--- src/rtl/slice_scheduler_if.sv ---
// Handshake bundle between a wide word producer, the slice scheduler and a
// narrow slice consumer. The scheduler uses the slave modport.
interface slice_scheduler_if #(
    parameter int WIDTH = 16,
    parameter int SLICE = 4
);
    localparam int N    = WIDTH / SLICE;
    localparam int IDXW = $clog2(N);

    logic [WIDTH-1:0] in_data;
    logic             in_valid;
    logic             in_ready;
    logic [SLICE-1:0] out_data;
    logic [IDXW-1:0]  out_idx;
    logic             out_last;
    logic             out_valid;
    logic             out_ready;

    modport slave (
        input  in_data, in_valid, out_ready,
        output in_ready, out_data, out_idx, out_last, out_valid
    );

    modport master (
        output in_data, in_valid, out_ready,
        input  in_ready, out_data, out_idx, out_last, out_valid
    );
endinterface

--- src/rtl/slice_scheduler.sv ---
// Emits the slices of a wide word one per handshake in a runtime-programmable
// slot order; the order is latched per word so a word never changes mid-flight.
module slice_scheduler #(
    parameter  int WIDTH = 16,
    parameter  int SLICE = 4,
    localparam int N     = WIDTH / SLICE,
    localparam int IDXW  = $clog2(N)
) (
    input  logic                clk,
    input  logic                arst,
    input  logic [N*IDXW-1:0]   cfg_order_i,
    input  logic                cfg_load_i,
    slice_scheduler_if.slave    bus,
    output logic                busy_o
);
    typedef enum logic {IDLE = 1'b0, SEND = 1'b1} state_t;

    localparam logic [IDXW-1:0] LAST_SLOT = IDXW'(N - 1);

    function automatic logic [N*IDXW-1:0] identity_order();
        logic [N*IDXW-1:0] r;
        r = '0;
        for (int k = 0; k < N; k++) begin
            r[k*IDXW +: IDXW] = IDXW'(k);
        end
        return r;
    endfunction

    state_t              state_q;
    logic [WIDTH-1:0]    word_q;
    logic [IDXW-1:0]     slot_q;
    logic                out_valid_q;
    logic [N*IDXW-1:0]   active_q;
    logic [N*IDXW-1:0]   pending_q;
    logic [N*IDXW-1:0]   pending_d;

    logic                in_ready_s;
    logic                word_acc_s;
    logic                slice_acc_s;
    logic [IDXW-1:0]     out_idx_s;
    logic [IDXW-1:0]     order_arr_s [N];
    logic [SLICE-1:0]    slice_arr_s [N];

    for (genvar k = 0; k < N; k++) begin : g_unpack
        assign order_arr_s[k] = active_q[k*IDXW +: IDXW];
        assign slice_arr_s[k] = word_q[k*SLICE +: SLICE];
    end

    // A word may enter while idle, or in the same cycle the last slot leaves.
    assign in_ready_s  = !out_valid_q || (bus.out_ready && (slot_q == LAST_SLOT));
    assign word_acc_s  = bus.in_valid && in_ready_s;
    assign slice_acc_s = out_valid_q && bus.out_ready;
    // Same-edge cfg_load bypasses the pending register for the accepted word.
    assign pending_d   = cfg_load_i ? cfg_order_i : pending_q;

    assign out_idx_s     = order_arr_s[slot_q];
    assign bus.in_ready  = in_ready_s;
    assign bus.out_idx   = out_idx_s;
    assign bus.out_data  = slice_arr_s[out_idx_s];
    assign bus.out_last  = out_valid_q && (slot_q == LAST_SLOT);
    assign bus.out_valid = out_valid_q;
    assign busy_o        = out_valid_q;

    // Scheduler FSM with word, slot, and order registers.
    always_ff @(posedge clk or posedge arst) begin
        if (arst) begin
            state_q     <= IDLE;
            word_q      <= '0;
            slot_q      <= '0;
            out_valid_q <= 1'b0;
            active_q    <= identity_order();
            pending_q   <= identity_order();
        end else begin
            pending_q <= pending_d;
            case (state_q)
                IDLE: begin
                    if (word_acc_s) begin
                        word_q      <= bus.in_data;
                        slot_q      <= '0;
                        active_q    <= pending_d;
                        out_valid_q <= 1'b1;
                        state_q     <= SEND;
                    end
                end
                SEND: begin
                    if (slice_acc_s) begin
                        if (slot_q != LAST_SLOT) begin
                            slot_q <= slot_q + IDXW'(1);
                        end else if (word_acc_s) begin
                            word_q   <= bus.in_data;
                            slot_q   <= '0;
                            active_q <= pending_d;
                        end else begin
                            slot_q      <= '0;
                            out_valid_q <= 1'b0;
                            state_q     <= IDLE;
                        end
                    end
                end
                default: begin
                    slot_q      <= '0;
                    out_valid_q <= 1'b0;
                    state_q     <= IDLE;
                end
            endcase
        end
    end
endmodule

--- src/flat_wrapper.sv ---
// flat-port wrapper written by rule: the top's interface ports become plain ports
module slice_scheduler_flat 
#(
    parameter  int WIDTH = 16,
    parameter  int SLICE = 4,
    localparam int N     = WIDTH / SLICE,
    localparam int IDXW  = $clog2(N)
)
  (clk, arst, cfg_order_i, cfg_load_i, busy_o, bus_in_data, bus_in_valid, bus_out_ready, bus_in_ready, bus_out_data, bus_out_idx, bus_out_last, bus_out_valid);
  slice_scheduler_if #(.WIDTH(WIDTH), .SLICE(SLICE)) bus_i ();
  input  logic clk;
  input  logic arst;
  input  logic [N*IDXW-1:0] cfg_order_i;
  input  logic cfg_load_i;
  output logic busy_o;
  input wire logic [$bits(bus_i.in_data)-1:0] bus_in_data;
  input wire logic [$bits(bus_i.in_valid)-1:0] bus_in_valid;
  input wire logic [$bits(bus_i.out_ready)-1:0] bus_out_ready;
  output wire logic [$bits(bus_i.in_ready)-1:0] bus_in_ready;
  output wire logic [$bits(bus_i.out_data)-1:0] bus_out_data;
  output wire logic [$bits(bus_i.out_idx)-1:0] bus_out_idx;
  output wire logic [$bits(bus_i.out_last)-1:0] bus_out_last;
  output wire logic [$bits(bus_i.out_valid)-1:0] bus_out_valid;
  assign bus_i.in_data = bus_in_data;
  assign bus_i.in_valid = bus_in_valid;
  assign bus_i.out_ready = bus_out_ready;
  assign bus_in_ready = bus_i.in_ready;
  assign bus_out_data = bus_i.out_data;
  assign bus_out_idx = bus_i.out_idx;
  assign bus_out_last = bus_i.out_last;
  assign bus_out_valid = bus_i.out_valid;
  slice_scheduler #(.WIDTH(WIDTH), .SLICE(SLICE)) u_core (.clk(clk), .arst(arst), .cfg_order_i(cfg_order_i), .cfg_load_i(cfg_load_i), .bus(bus_i), .busy_o(busy_o));
endmodule
--- config.mk ---
export PLATFORM = sky130hd
export DESIGN_NAME = slice_scheduler_flat
export DESIGN_NICKNAME = d
export VERILOG_FILES = /design/src/rtl/slice_scheduler_if.sv /design/src/rtl/slice_scheduler.sv /design/src/flat_wrapper.sv
export SDC_FILE = /design/constraint.sdc
export NUM_CORES = 1
export LEC_CHECK = 0
export CAP_MARGIN = 20
export CORE_UTILIZATION = 49
export CTS_BUF_LIST = sky130_fd_sc_hd__clkbuf_4 sky130_fd_sc_hd__clkbuf_8 sky130_fd_sc_hd__clkbuf_16
export CTS_CLUSTER_SIZE = 16
export DETAILED_ROUTE_END_ITERATION = 10
export GPL_TIMING_DRIVEN = 0
export PLACE_DENSITY = 0.86
export SETUP_SLACK_MARGIN = 0.1
export SYNTH_ARGS = -nofsm -noshare
export SYNTH_HDL_FRONTEND = slang
export SYNTH_SLANG_ARGS = --single-unit
--- constraint.sdc ---
create_clock -name clk -period 2.3 [get_ports clk]
set_clock_uncertainty 0.05 [all_clocks]
set_input_delay 0.46 -clock clk [delete_from_list [all_inputs] [get_ports clk]]
set_output_delay 0.46 -clock clk [all_outputs]
set_load 0.01 [all_outputs]
Word level (Yosys, flattened, before mapping)
Cells that the tools add are included.
{"block": "word_totals", "wordCells": 55, "in_bits": 29, "regBits": 36}
{"block": "classes", "n_mux": 28, "bitwise": 3, "eq_ne": 6, "reduce_logical": 9, "add_sub_neg": 1, "order_cmp": 2}
{"operator": "$mux W16", "n": 3}
{"operator": "$mux W8", "n": 4}
{"operator": "$pmux W16 S2", "n": 1}
{"operator": "$pmux W8 S2", "n": 1}
{"operator": "$mux W2", "n": 5}
{"operator": "$bmux W4 S2", "n": 1}
{"operator": "$mux W4", "n": 2}
{"operator": "$ne A2 B2 Y1 const B", "n": 4}
{"operator": "$mux W1", "n": 7}
{"operator": "$ge A3 B3 Y1 const B", "n": 2}
{"operator": "$not A2 Y3", "n": 2}
{"operator": "$bmux W2 S2", "n": 1}
{"operator": "$logic_and A1 B1 Y1", "n": 4}
{"operator": "$pmux W1 S2", "n": 2}
{"operator": "$pmux W2 S2", "n": 1}
{"operator": "$reduce_and A2 Y1", "n": 2}
{"operator": "$reduce_and A4 Y1", "n": 1}
{"operator": "$add A2 B1 Y2 const B", "n": 1}
{"operator": "$eq A2 B2 Y1 const B", "n": 1}
{"operator": "$ne A2 B1 Y1 const B", "n": 1}
{"operator": "$logic_not A1 Y1", "n": 1}
{"operator": "$logic_or A1 B1 Y1", "n": 1}
{"operator": "$not A1 Y1", "n": 1}

Logic depth before layout (Yosys ltp)
Gate-level depths: netlist of run 1.
{"block": "depth", "ltp_word": 8, "depth_mapped": 5, "depth_no_buf": 4}

Worst setup path before layout of run 1
Ideal clock, no wire load.
{"block": "synth_path", "path_type": "reg2out", "from": "register u_core.slot_q[1]", "to": "output port bus_out_data[0]", "t_arrival_ns": 1.407, "required_ns": 1.790, "stages_incl_launch_ff": 5, "path_slack_ns": 0.383, "n_path_buf": 1, "cell_sequence": "dfrtp_1 -> mux4_2 -> buf_6 -> mux2i_1 -> mux2i_1"}
{"block": "synth_via", "elab_chain_cells": 8}
{"item": "start, declared", "line": "slice_scheduler.sv:31", "rtl": "logic [IDXW-1:0] slot_q;"}
{"item": "start signal, assigned", "line": "slice_scheduler.sv:88", "rtl": "slot_q <= slot_q + IDXW'(1);"}
{"item": "$not A2 Y3 (implied by the code)", "line": "slice_scheduler.sv:56", "rtl": "assign out_idx_s = order_arr_s[slot_q];"}
{"item": "$bmux W2 S2", "line": "slice_scheduler.sv:56"}
{"item": "$mux W2 (implied by the code) (2 in series)", "line": "slice_scheduler.sv:56"}
{"item": "named net bus_out_idx[0]", "line": "flat_wrapper.sv:21", "rtl": "output wire logic [$bits(bus_i.out_idx)-1:0] bus_out_idx;"}
{"item": "$not A2 Y3 (implied by the code)", "line": "slice_scheduler.sv:59", "rtl": "assign bus.out_data = slice_arr_s[out_idx_s];"}
{"item": "$bmux W4 S2", "line": "slice_scheduler.sv:59"}
{"item": "$mux W4 (implied by the code) (2 in series)", "line": "slice_scheduler.sv:59"}
{"item": "end, declared", "line": "flat_wrapper.sv:20", "rtl": "output wire logic [$bits(bus_i.out_data)-1:0] bus_out_data;"}
The timed path passes the listed nets, and every way through them passes these cells. The select of a mux whose other input is x is not followed.

Worst setup path after layout of run 1
{"block": "layout_path", "from": "register u_core.slot_q[1]", "to": "output port bus_out_data[1]"}
{"block": "layout_via", "elab_chain_cells": 8}
{"item": "$not A2 Y3 (implied by the code)", "line": "slice_scheduler.sv:56"}
{"item": "$bmux W2 S2", "line": "slice_scheduler.sv:56"}
{"item": "$mux W2 (implied by the code) (2 in series)", "line": "slice_scheduler.sv:56"}
{"item": "$not A2 Y3 (implied by the code)", "line": "slice_scheduler.sv:59"}
{"item": "$bmux W4 S2", "line": "slice_scheduler.sv:59"}
{"item": "$mux W4 (implied by the code) (2 in series)", "line": "slice_scheduler.sv:59"}
Every way passes these cells. The select of a mux whose other input is x is not followed.

==> results of run 1 <==
## power groups by stage
stage / clock, mW / sequential (mW) / combinational (mW)
2_1_floorplan: 0 / 1.00 / 0.678
3_3_place_gp: 0 / 1.03 / 1.03
3_5_place_dp: 0 / 1.05 / 1.07
4_1_cts: 0.505 / 1.02 / 1.13
5_1_grt: 0.526 / 1.06 / 1.22
6_report: 0.491 / 1.04 / 1.13
## layout make-up
cell class,count,area [µm²],area share (%)
buffer,6,60.1,2.71
clock buffer,7,65.1,2.94
clock inverter,1,30.0,1.36
inverter,1,3.75,0.170
multi-input combinational,68,681,30.8
sequential,36,913,41.3
tap,44,55.1,2.49
timing repair buffer,41,404,18.3
## registers in the layout (all words and copies together), names as in the netlist
register,flops
u_core.word_q,16
u_core.slot_q,2
u_core.state_q,1
u_core.pending_q,8
u_core.bus.out_valid,1
u_core.active_q,8
## worst max-delay path, delay by kind of cell (launching register included)
| family | cells | cell delay [ps] |
|---|---|---|
| buffers and inverters | 2 | 340 |
| multiplexers | 3 | 840 |
| flip-flops | 1 | 380 |
## repair_timing
| action | in CTS | in global routing |
|---|---|---|
| resized for setup | 31 | 3 |
| setup endpoints to repair | 8 | 6 |
| endpoints found under the hold margin | 0 | 0 |
| setup buffers | 2 | 0 |
| gates cloned | 1 | 0 |
## routing by layer
layer	vias up	track usage, %	wire, µm
li1	493	-	-
met2	40	38.4	1830
met3	16	7.58	217
met1	527	23.3	1320
met4	0	14.3	143
met5	-	0	0
## worst max path at each step
stage	start	endpoint	slack [ps]	depth (start not counted)
after global placement	u_core.slot_q[1]	bus_out_data[1]	-160	5
after CTS	u_core.slot_q[1]	bus_out_data[1]	-120	5
after detailed placement	u_core.slot_q[1]	bus_out_data[1]	-180	5
after global routing	u_core.slot_q[1]	bus_out_data[1]	-200	5
final	u_core.slot_q[1]	bus_out_data[1]	-90	5
after floorplan	u_core.slot_q[1]	bus_out_data[0]	380	4
## metrics by stage
stage / setup TNS, ps / power, mW
2_1_floorplan: 0 / 1.68
3_3_place_gp: -554 / 2.06
3_5_place_dp: -601 / 2.12
4_1_cts: -366 / 2.66
5_1_grt: -651 / 2.81
6_report: -293 / 2.67
## cells in the final DEF, fill, tap and decap left out, types with 2 or more instances in the layout
cell type and n:
mux2i_1 12, buf_16 2, dfstp_2 8, buf_4 3, buf_6 3, buf_2 5
clkbuf_8 2, nor2_1 3, clkbuf_4 5, clkdlybuf4s50_1 29, dfrtp_2 2, clkbuf_2 2
mux2_2 31, mux4_2 2, o21ai_0 5, and2_1 2, dfrtp_1 26
## logic make-up after synthesis
family,Yosys count,synth area share (%)
mux,46,32.0
flops,36,55.4
fa+ha+maj,1,0.761
compound gates,11,4.57
simple gates,10,3.96
buf+inv,7,3.27
==> impl_metrics.yaml, run 1 <==
synthesis:
  avgSynthCellArea_um2: 14.8
  ys_async_sr_fraction_pct: 100
  synthTopCellsByCount: "mux2_2, dfrtp_1, mux2i_1, dfstp_2, o21ai_0"
  synthCells: 111
  ys_ff_latch: 36
  syn-num-nets: 141
  yosysTopAreaCellShare_pct: 42.7
  yosysTopAreaCell: "dfrtp_1"
  syn-cell-area_mm2: 0.00164
  synthFlopType: "dfrtp_1"
  synth_edf_count: 0
  synth_cell_types: 26
  ys_seq_area_share_pct: 55.4
  yosysWarnings: 0
  yosysMostFrequentCell: "mux2_2"
  synth_area_leaders: "dfrtp_1, mux2_2, dfstp_2"
setup_path:
  crit_type: "register to output port"
  path_cells: "mux4_2 > buf_8 > mux2i_1 > mux2i_1 > buf_2"
  critical_path_arrival_ps: 1880
  cpMostUsedCell: "mux2i_1"
  r2r_end: "u_core.active_q[4]"
  rr_startpoint: "u_core.slot_q[0]"
  rr_worst_depth: 6
  critPathRequiredTime_ps: 1790
  path_max_fanout: 5
  critPathLaunchType: "register"
  r2r_slack_ps: 420
  worst_path_largest_cell_delay_ps: 580
  cp_slowest_cell: "mux4_2"
  worst_setup_path_end_kind: "output port"
cells_and_area:
  final_util_pct: 70.7
  fillers: 240
  instances_no_fill: 204
  nNetsFinal: 189
  finalInstanceArea_mm2: 0.00221
  area_growth_pct: 34.7
  antenna_cells: 0
  layout-drive-gt1-share_pct: 43.8
global_route:
  first_global_vias: 1150
  grt_overflow: 0
  grt_pass1_wl_mm: 5.47
  gr-usage-all-layers_pct: 22.4
  antenna_found_initial: 0
  grt_start_max_net_pins: 25
sta:
  fin_ws_ps: -90.9
  holdWs_ps: 435
  finalCritPeriodShare_pct: 104
  slew_headroom_pct: 60.1
  fmax_mhz: 418
  worstMarginPinSlew_ps: 598
  hold_viol: 0
  min_period_ps: 2390
  finalMaxSlewViolations: 0
  final-setup-viol-count: 4
  rsz0062_at_grt: "yes"
cts:
  cts_root_buf: "clkbuf_4"
  clockBufferDepth: 2
  cts_sinks: 36
  ctsHtreeMaxLevel: 2
  cts_tree: "built"
  ctsHoldBuffers: 0
  cts_buffers: 5
  clkLatencyLatePin_ps: 330
  path_clk_slew_ps: 100
pwr:
  p_clk_share_pct: 18.4
  comb_power_share_pct: 42.6
  seqPwrFrac_pct: 39.0
  p_per_area_mw_per_mm2: 1200
  power_leakage_nw: 0.962
  p_int_mw: 1.87
  switching_share_pct: 30.0
  p_switching_mw: 0.799
  vdd_drop_max_v: 0.000503
placed_design:
  pre_cts_ws_ps: -175
  dp_cells: 193
  place_congestion: 0.761
  dp_hpwl_mm: 2.36
  portBuffers: 37
  dpl_cell_area_mm2: 0.00210
run:
  max_cap_violations: 0
detailed_routing:
  routedWlPerCell_um: 17.2
  wl_mm: 3.51
  vias: 1076
  drc: 0
  drt.antenna.violating_nets: 0
  drt_first_pass_iters: 4
  via_per_inst: 5.27
  drt_iter0_markers: 20
floorplan:
  ios: 39
  start_util_pct: 52.5
  num_rows: 20
  die_y_um: 59.9
  die_w_um: 59.9
  core_area_mm2: 0.00313
  dieArea_mm2: 0.00359
worst_hold_path:
  worstHoldPathType: "input port to asynchronous set/reset pin"
run_status:
  status: "finished with violations"
  violations: "setup timing"
Power figures use the tool's default switching activity.
==> inputs of run 2 (changes only) <==
Settings changed: CTS_CLUSTER_DIAMETER set to 60.
==> results of run 2 <==
The final DEF is identical to that of run 1; final timing and power are the same.
==> inputs of run 3 (changes only) <==
Settings changed: SKIP_LAST_GASP set to 1, SLEW_MARGIN set to 0.
==> results of run 3 <==
The final DEF is identical to that of run 1; final timing and power are the same.
